<file path="config.mk">
export PLATFORM = sky130hd
export DESIGN_NAME = uart_rx_cfg
export DESIGN_NICKNAME = d
export VERILOG_FILES = /design/src/rtl/uart_rx_cfg.sv
export SDC_FILE = /design/constraint.sdc
export NUM_CORES = 1
export LEC_CHECK = 0
export ABC_CLOCK_PERIOD_IN_PS = 7700
export CAP_MARGIN = 30
export CORE_ASPECT_RATIO = 1.25
export CORE_MARGIN = 5
export CORE_UTILIZATION = 45
export DETAILED_ROUTE_END_ITERATION = 8
export SLEW_MARGIN = 20
export SYNTH_ARGS = -nofsm -noshare
export SYNTH_HDL_FRONTEND = slang
export SYNTH_SLANG_ARGS = --single-unit
</file>
<file path="constraint.sdc">
create_clock -name i_clk -period 7.7 [get_ports i_clk]
set_clock_uncertainty 0.05 [all_clocks]
set_input_delay 1.925 -clock i_clk [delete_from_list [all_inputs] [get_ports i_clk]]
set_output_delay 1.925 -clock i_clk [all_outputs]
set_load 0.05 [all_outputs]
</file>
<file path="src/rtl/uart_rx_cfg.sv">
// Runtime-configurable UART receiver: 5..MaxDataBits data bits, optional parity,
// 1/2 stop bits, false-start rejection and a first-word fall-through character FIFO.
module uart_rx_cfg #(
  parameter int FifoDepth   = 4,
  parameter int BaudCycBits = 16,
  parameter int MaxDataBits = 8
) (
  input  logic                         i_clk,
  input  logic                         i_rst_n,
  input  logic [BaudCycBits-1:0]       c_baud_cyc,
  input  logic [3:0]                   c_data_bits,
  input  logic                         c_parity_en,
  input  logic                         c_parity_odd,
  input  logic                         c_two_stop,
  input  logic                         i_rx,
  output logic                         o_busy,
  output logic                         o_fifo_empty,
  output logic                         o_fifo_full,
  output logic [$clog2(FifoDepth):0]   o_fifo_level,
  input  logic                         i_fifo_read,
  output logic [MaxDataBits-1:0]       o_fifo_rdata,
  output logic                         o_fifo_perr,
  output logic                         o_fifo_ferr,
  output logic                         o_overrun,
  input  logic                         i_clr_overrun
);
  localparam int AW = $clog2(FifoDepth);
  localparam int LW = AW + 1;
  localparam int EW = MaxDataBits + 2;

  typedef enum logic [2:0] {IDLE, START, DATA, PARITY, STOP1, STOP2} state_t;
  // state is the observable FSM state for bound checkers
  state_t state, state_nx;

  logic                   rx_m, rx_s;
  logic [BaudCycBits-1:0] cyc_cnt, cfg_baud;
  logic [3:0]             cfg_bits, bit_cnt;
  logic                   cfg_par, cfg_odd, cfg_two;
  logic [MaxDataBits-1:0] data;
  logic                   par_acc, perr, ferr, ferr_nx;
  logic                   wait_high, start, push;
  logic [BaudCycBits:0]   half;
  logic                   samp, bend;

  assign half = ({1'b0, cfg_baud} + {{BaudCycBits{1'b0}}, 1'b1}) >> 1;
  assign samp = (state != IDLE) && ({1'b0, cyc_cnt} == half);
  assign bend = (cyc_cnt == '0);
  assign o_busy = (state != IDLE);

  always_ff @(posedge i_clk) begin
    if (!i_rst_n) state <= IDLE;
    else          state <= state_nx;
  end

  always_comb begin
    state_nx = state;
    start    = 1'b0;
    push     = 1'b0;
    ferr_nx  = ferr;
    case (state)
      IDLE:   if (!rx_s && !wait_high) begin
                state_nx = START;
                start    = 1'b1;
              end
      START:  if (samp && rx_s) state_nx = IDLE;
              else if (bend)    state_nx = DATA;
      DATA:   if (bend && bit_cnt == cfg_bits - 4'd1) state_nx = cfg_par ? PARITY : STOP1;
      PARITY: if (bend) state_nx = STOP1;
      STOP1:  if (samp) begin
                ferr_nx = ~rx_s;
                if (!cfg_two) begin
                  push     = 1'b1;
                  state_nx = IDLE;
                end
              end else if (bend) begin
                state_nx = STOP2;
              end
      STOP2:  if (samp) begin
                ferr_nx  = ferr | ~rx_s;
                push     = 1'b1;
                state_nx = IDLE;
              end
      default: state_nx = IDLE;
    endcase
  end

  always_ff @(posedge i_clk) begin
    if (!i_rst_n) begin
      rx_m      <= 1'b1;
      rx_s      <= 1'b1;
      cyc_cnt   <= '0;
      cfg_baud  <= '0;
      cfg_bits  <= 4'd8;
      cfg_par   <= 1'b0;
      cfg_odd   <= 1'b0;
      cfg_two   <= 1'b0;
      bit_cnt   <= '0;
      data      <= '0;
      par_acc   <= 1'b0;
      perr      <= 1'b0;
      ferr      <= 1'b0;
      wait_high <= 1'b0;
    end else begin
      rx_m <= i_rx;
      rx_s <= rx_m;
      ferr <= ferr_nx;
      if (state == IDLE) begin
        cfg_baud <= c_baud_cyc;
        cfg_bits <= c_data_bits;
        cfg_par  <= c_parity_en;
        cfg_odd  <= c_parity_odd;
        cfg_two  <= c_two_stop;
      end
      if (start) begin
        cyc_cnt <= c_baud_cyc;
        bit_cnt <= '0;
        data    <= '0;
        par_acc <= 1'b0;
        perr    <= 1'b0;
        ferr    <= 1'b0;
      end else if (state != IDLE) begin
        cyc_cnt <= bend ? cfg_baud : cyc_cnt - 1'b1;
      end
      if (state == DATA && samp) begin
        for (int i = 0; i < MaxDataBits; i++)
          if (bit_cnt == 4'(i)) data[i] <= rx_s;
        par_acc <= par_acc ^ rx_s;
      end
      if (state == DATA && bend && bit_cnt != cfg_bits - 4'd1) bit_cnt <= bit_cnt + 4'd1;
      if (state == PARITY && samp) perr <= par_acc ^ rx_s ^ cfg_odd;
      // A break leaves the line low; only a high level re-arms start detection.
      if (push && !rx_s) wait_high <= 1'b1;
      else if (rx_s)     wait_high <= 1'b0;
    end
  end

  logic [EW-1:0] mem [FifoDepth];
  logic [AW:0]   wr_ptr, rd_ptr;
  logic [EW-1:0] head;
  logic          pop;

  assign o_fifo_level = wr_ptr - rd_ptr;
  assign o_fifo_empty = (o_fifo_level == '0);
  assign o_fifo_full  = (o_fifo_level == LW'(FifoDepth));
  assign pop          = i_fifo_read && !o_fifo_empty;
  assign head         = mem[rd_ptr[AW-1:0]];
  assign o_fifo_rdata = o_fifo_empty ? '0 : head[MaxDataBits-1:0];
  assign o_fifo_perr  = o_fifo_empty ? 1'b0 : head[MaxDataBits];
  assign o_fifo_ferr  = o_fifo_empty ? 1'b0 : head[MaxDataBits+1];

  always_ff @(posedge i_clk) begin
    if (push && !o_fifo_full) mem[wr_ptr[AW-1:0]] <= {ferr_nx, perr, data};
  end

  always_ff @(posedge i_clk) begin
    if (!i_rst_n) begin
      wr_ptr    <= '0;
      rd_ptr    <= '0;
      o_overrun <= 1'b0;
    end else begin
      if (push && !o_fifo_full) wr_ptr <= wr_ptr + 1'b1;
      if (pop) rd_ptr <= rd_ptr + 1'b1;
      // Fullness is judged before any same-cycle pop, so a read cannot rescue the character.
      if (push && o_fifo_full) o_overrun <= 1'b1;
      else if (i_clr_overrun)  o_overrun <= 1'b0;
    end
  end
endmodule
</file>
==> results.sh, run 1 <==
export IMPL_avgViaCountPerCell=5.42
export IMPL_slew_violations=0
export IMPL_avgSynthCellArea_um2=9.44
export IMPL_cts_tree="done"
export IMPL_crit_top_cell="xnor2_1"
export IMPL_place_congestion=0.902
export IMPL_final_cell_mix="95 x nand2_1, 69 x dfxtp_1, 43 x clkdlybuf4s50_1"
export IMPL_r2r_start="state[0]"
export IMPL_max_cap_violations=0
export IMPL_final_area_um2=6810
export IMPL_worstPathMaxFanout=11
export IMPL_ios=45
export IMPL_first_pass_iters=5
export IMPL_rows=47
export IMPL_ys_flop_type="dfxtp_1"
export IMPL_cp_cell_sequence="inv_1 > ha_1 > fa_1 > xnor2_1 > xnor2_1 > nor2_1 > clkdlybuf4s50_1"
export IMPL_holdPathStages=1
export IMPL_dieArea_um2=15700
export IMPL_die_height_um=139
export IMPL_ys_seq_elements=109
export IMPL_synthToLayoutAreaGrowth_pct=13.8
export IMPL_r2r_end="mem[0][0]"
export IMPL_power_total_uw=2750
export IMPL_port_buffers=44
export IMPL_grt_setup_unrepaired="no"
export IMPL_timing_final_crit_period_ns=5.28
export IMPL_core_area_um2=13200
export IMPL_clkSinkCount=109
export IMPL_die_x_um=113
export IMPL_syn_nets=677
export IMPL_setup_viol=0
export IMPL_cts_reportedPaths_clkPinSlew_ns=0.08
export IMPL_yosysWarnings=0
export IMPL_worstHoldPathType="reg2reg"
export IMPL_async_flop_share_pct=0
export IMPL_whs_endpoint="rx_s"
export IMPL_diodes=0
export IMPL_hold_viol=0
export IMPL_synth_seq_area_share_pct=43.1
export IMPL_slew_headroom_pct=37.3
export IMPL_worstRegToRegCells=10
export IMPL_worst_pin_slew_ns=0.937
export IMPL_antenna_found_initial=0
export IMPL_grt_pass1_wl_mm=21.6
export IMPL_cts_root_buf="clkbuf_16"
export IMPL_cts_max_level=3
export IMPL_routed_wl_mm=13.0
export IMPL_hp_start="rx_m"
export IMPL_leakage_uw=0.00259
export IMPL_r2r_setup_slack_ns=3.86
export IMPL_worstPathRequired_ns=5.73
export IMPL_initial_core_util_pct=45.4
export IMPL_final_nets=694
export IMPL_final_common_cell="nand2_1"
export IMPL_cts_buffer_depth=2
export IMPL_startpoint_type="register"
export IMPL_fmaxAchievable_mhz=189
export IMPL_ctsResizeCount=0
export IMPL_setup_tns_final_ns=0
export IMPL_routedWlPerCell_um=15.7
export IMPL_cts_setup_buffers=0
export IMPL_numCtsBuffers=9
export IMPL_first_iter_violations=165
export IMPL_arrival_ns=3.31
export IMPL_synth_edf_count=40
export IMPL_crit_type="reg2out"
export IMPL_synthesis_area_um2=5990
export IMPL_drive_gt1_share_pct=7.77
export IMPL_placed_area_um2=6490
export IMPL_cp_end_kind="output pin"
export IMPL_drc_errors=0
export IMPL_grt_pass1_vias=4428
export IMPL_utilization_pct=51.7
export IMPL_ir_drop_mv=0.291
export IMPL_outcome="completed"
export IMPL_dp_cells=810
export IMPL_final_cells=827
export IMPL_critPathSlowestCell="clkdlybuf4s50_1"
export IMPL_grt_total_usage_pct=16.8
export IMPL_final_antenna_net_count=0
export IMPL_holdBufCountCts=0
export IMPL_crit_family="buffers and inverters"
export IMPL_grt_max_degree=66
export IMPL_gr_total_overflow=0
export IMPL_yosysUniqueCellTypes=61
export IMPL_period_share_pct=68.6
export IMPL_path_buf_inv=2
export IMPL_synth_cells=634
export IMPL_power_density_nw_per_um2=403
export IMPL_vias=4485
export IMPL_worst_path_largest_cell_delay_ns=0.94
export IMPL_insertion_delay_ns=0.35
export IMPL_dp_final_hpwl_mm=9.15
[synthesized netlist by cell type (all sizes together) (17+ instances only)]
library cell,n,area share (%)
o21ai,27,2.3
a21boi,24,3.0
clkbuf,30,1.9
inv,21,1.3
nor2b,17,1.8
xnor2,31,4.5
dfxtp,69,23
edfxtp,40,20
a21oi,26,2.2
nand3,33,3.0
nand2,95,6.0
nor2,36,2.3
[stage by stage]
stage               setup slack [ns]  hold WS [ns]
floorplan                       2.20         0.336
global placement                2.75         0.348
detailed placement              2.70         0.350
CTS                             2.31         0.374
global route                    2.17         0.380
finish                          2.42         0.366
[metal layers]
layer | global-route usage [%] | vias to the layer above | share of wire (%)
met2 | 32.6 | 66 | 56
met1 | 18.9 | 2136 | 40
met3 | 2.36 | 13 | 3.1
li1 | - | 2270 | -
met5 | 0 | - | 0
met4 | 4.43 | 0 | 1.2
[worst register-to-register path, cell delays in order, from the launching register on]
cell and delay, ns:
dfxtp_1 0.61, nor3_4 0.07, buf_4 0.30, inv_1 0.15
buf_4 0.33, nand4_1 0.20, nor4_4 0.25, o2111ai_2 0.22
and2b_2 0.27, o2111ai_1 0.23, nor2_1 0.79
[worst max path at each step]
| stage | from | endpoint | slack, ns | cells past startpoint |
|---|---|---|---|---|
| after floorplan | wr_ptr[0] | o_fifo_perr | 2.20 | 8 |
| after global placement | wr_ptr[0] | o_fifo_empty | 2.75 | 7 |
| after detailed placement | wr_ptr[0] | o_fifo_empty | 2.70 | 7 |
| after CTS | wr_ptr[0] | o_fifo_empty | 2.31 | 7 |
| after global routing | wr_ptr[0] | o_fifo_empty | 2.17 | 7 |
| final | wr_ptr[0] | o_fifo_empty | 2.42 | 7 |
[area by class of cell]
class / count / area (µm²)
Clock buffer: 9 / 225
Inverter: 21 / 78.8
Sequential cell: 109 / 2580
Multi-Input combinational cell: 460 / 3140
Tap cell: 171 / 214
Clock inverter: 7 / 77.6
Fill cell: 1227 / 6360
Timing Repair Buffer: 50 / 495
[power breakdown]
group | leakage (µW) | internal (µW) | switching [µW]
Combinational | 0.00152 | 564 | 895
Sequential | 0.000927 | 674 | 149
Clock | 0.000144 | 231 | 233
Total | 0.00259 | 1470 | 1280
[state kept, by name, summed over array words and instances (netlist names), 3 cells and up, named ones only]
register  flops
bit_cnt       4
data          8
mem          40
wr_ptr        3
state         3
cfg_baud     16
rd_ptr        3
cyc_cnt      16
cfg_bits      4
[kinds of logic (layout without fill, tap and decap cells)]
family,after synthesis,count (layout),synth area share (%)
AND/OR/NAND/NOR,257,257,22.5
multiplexers,25,25,6.29
adder cells (fa/ha/maj),15,15,3.26
XOR/XNOR,46,46,6.98
flip-flops,109,109,43.1
buffers and inverters,65,87,4.56
AO/OA/AOI/OAI,117,117,13.3
Note: power is estimated with default switching activity, not from simulation.
==> run 2, diff against run 1 <==
Settings changed: ABC_CLOCK_PERIOD_IN_PS 7700 to 4960.
Clock period 7.7 ns to 4.96 ns, I/O delays scaled along.
==> run 2 against run 1 <==
  * Clock power is 70% higher
  * Power is 58% higher
  * Critical path depth is 2 higher
  * Critical endpoint is now o_fifo_rdata[2]
  * Combinational power is 55% higher
  * Sequential share of layout area is 0.22 points lower
  * Clock-buffer cell count stayed put
  * Worst hold slack better by 0.0078 ns
==> results.sh, run 2 (synthesis gave the netlist of run 1 again) <==
export IMPL_grt_pass1_vias=4623
export IMPL_grt_max_degree=55
export IMPL_pre_cts_ws_ns=0.918
export IMPL_r2r_start="cfg_baud[0]"
export IMPL_path_buf_inv=3
export IMPL_cts_buffer_depth=2
export IMPL_cts_reportedPaths_clkPinSlew_ns=0.07
export IMPL_cts_setup_buffers=0
export IMPL_drc_errors=0
export IMPL_ir_drop_mv=0.457
export IMPL_period_share_pct=88.5
export IMPL_crit_type="reg2out"
export IMPL_fin_ws_ns=0.569
export IMPL_final_cell_mix="95 x nand2_1, 69 x dfxtp_1, 43 x clkdlybuf4s50_1"
export IMPL_cp_end_kind="output pin"
export IMPL_worstHoldPathType="reg2reg"
export IMPL_cp_cell_sequence="inv_1 > ha_1 > fa_1 > xnor2_1 > xnor2_1 > nor2_1 > buf_4 > nor2b_1 > clkdlybuf4s50_1"
export IMPL_hp_start="rx_m"
export IMPL_cts_tree="done"
export IMPL_numCtsBuffers=9
export IMPL_vias=4547
export IMPL_port_buffers=44
export IMPL_insertion_delay_ns=0.35
export IMPL_clkSinkCount=109
export IMPL_r2r_end="mem[1][3]"
export IMPL_r2r_setup_slack_ns=1.39
export IMPL_holdPathStages=1
export IMPL_regArea_um2=2580
export IMPL_slew_violations=0
export IMPL_first_iter_violations=191
export IMPL_gr_total_overflow=0
export IMPL_die_height_um=139
export IMPL_diodes=0
export IMPL_fmaxAchievable_mhz=228
export IMPL_worstPathMaxFanout=11
export IMPL_crit_top_cell="xnor2_1"
export IMPL_slew_headroom_pct=37.1
export IMPL_cts_root_buf="clkbuf_16"
export IMPL_power_density_nw_per_um2=634
export IMPL_dp_final_hpwl_mm=9.42
export IMPL_final_antenna_net_count=0
export IMPL_dieArea_um2=15700
export IMPL_leakage_uw=0.00259
export IMPL_startpoint_type="register"
export IMPL_hold_viol=0
export IMPL_initial_core_util_pct=45.4
export IMPL_cts_max_level=3
export IMPL_outcome="completed"
export IMPL_final_nets=697
export IMPL_grt_total_usage_pct=17.3
export IMPL_avgViaCountPerCell=5.48
export IMPL_critPathSlowestCell="clkdlybuf4s50_1"
export IMPL_grt_pass1_wl_mm=22.1
export IMPL_antenna_found_initial=0
export IMPL_grt_setup_unrepaired="no"
export IMPL_die_x_um=113
export IMPL_synthToLayoutAreaGrowth_pct=14.5
export IMPL_routed_wl_mm=13.2
export IMPL_final_common_cell="nand2_1"
export IMPL_ctsResizeCount=0
export IMPL_routedWlPerCell_um=15.9
export IMPL_arrival_ns=3.10
export IMPL_drive_gt1_share_pct=8.19
export IMPL_multiInputGateArea_um2=3140
export IMPL_crit_family="buffers and inverters"
export IMPL_whs_endpoint="rx_s"
export IMPL_first_pass_iters=4
export IMPL_timing_final_crit_period_ns=4.39
export IMPL_setup_viol=0
export IMPL_place_congestion=0.926
export IMPL_worst_path_largest_cell_delay_ns=0.81
export IMPL_ios=45
export IMPL_holdBufCountCts=0
export IMPL_worst_pin_slew_ns=0.941
export IMPL_filler_cell_count=1233
export IMPL_worstPathRequired_ns=3.67
export IMPL_rows=47
export IMPL_largest_reg_flops=40
export IMPL_max_cap_violations=0
export IMPL_setup_tns_final_ns=0
export IMPL_core_area_um2=13200
export IMPL_worstRegToRegCells=8
-- run 2: cell types whose count changed in the layout (fill, tap and decap cells not counted), moves of 2 or more --
cell,before,now
buf_8,2,0
inv_6,2,0
buf_4,4,8
clkinv_8,2,0
bufinv_16,0,2
-- run 2: through the flow --
stage	power, µW	hold WS [ns]	std cells	cell area (µm²)	utilization, %
global placement	3550	0.348	811	6490	49.3
detailed placement	3590	0.360	811	6490	49.3
CTS	4390	0.379	827	6830	51.8
floorplan	2980	0.336	634	5990	-
finish	4340	0.374	830	6850	52.0
global route	4650	0.409	830	6850	52.0
-- run 2: worst max path at each step --
stage | startpoint | end | cells past startpoint
6_report | wr_ptr[0] | o_fifo_rdata[2] | 9
5_1_grt | wr_ptr[0] | o_fifo_ferr | 9
4_1_cts | wr_ptr[0] | o_fifo_rdata[2] | 9
3_5_place_dp | wr_ptr[0] | o_fifo_rdata[2] | 9
3_3_place_gp | wr_ptr[0] | o_fifo_rdata[2] | 9
2_1_floorplan | wr_ptr[0] | o_fifo_perr | 8
-- run 2: metal layers --
metal / track usage [%] / wire length, µm
met5: 0 / 0
met3: 2.66 / 377
met2: 32.4 / 7180
met1: 18.7 / 5220
met4: 7.85 / 425
-- run 2: final cells by class --
type                            count  share of cell area [%]
Clock buffer                        9                    3.29
Tap cell                          171                    3.12
Inverter                           21                    1.15
Multi-Input combinational cell    460                    45.8
Timing Repair Buffer               53                    7.39
Sequential cell                   109                    37.7
Clock inverter                      7                    1.55
-- run 2: power breakdown --
group	total, µW	switching, µW	internal, µW
combinational	2270	1400	879
sequential	1280	232	1050
clock	789	338	450
total	4340	1970	2380
==> run 3, diff against run 2 <==
Settings changed: CTS_CLUSTER_DIAMETER set to 150, GPL_ROUTABILITY_DRIVEN set to 0.
==> results of run 3 <==
The final DEF is identical to that of run 2; final timing and power are the same.
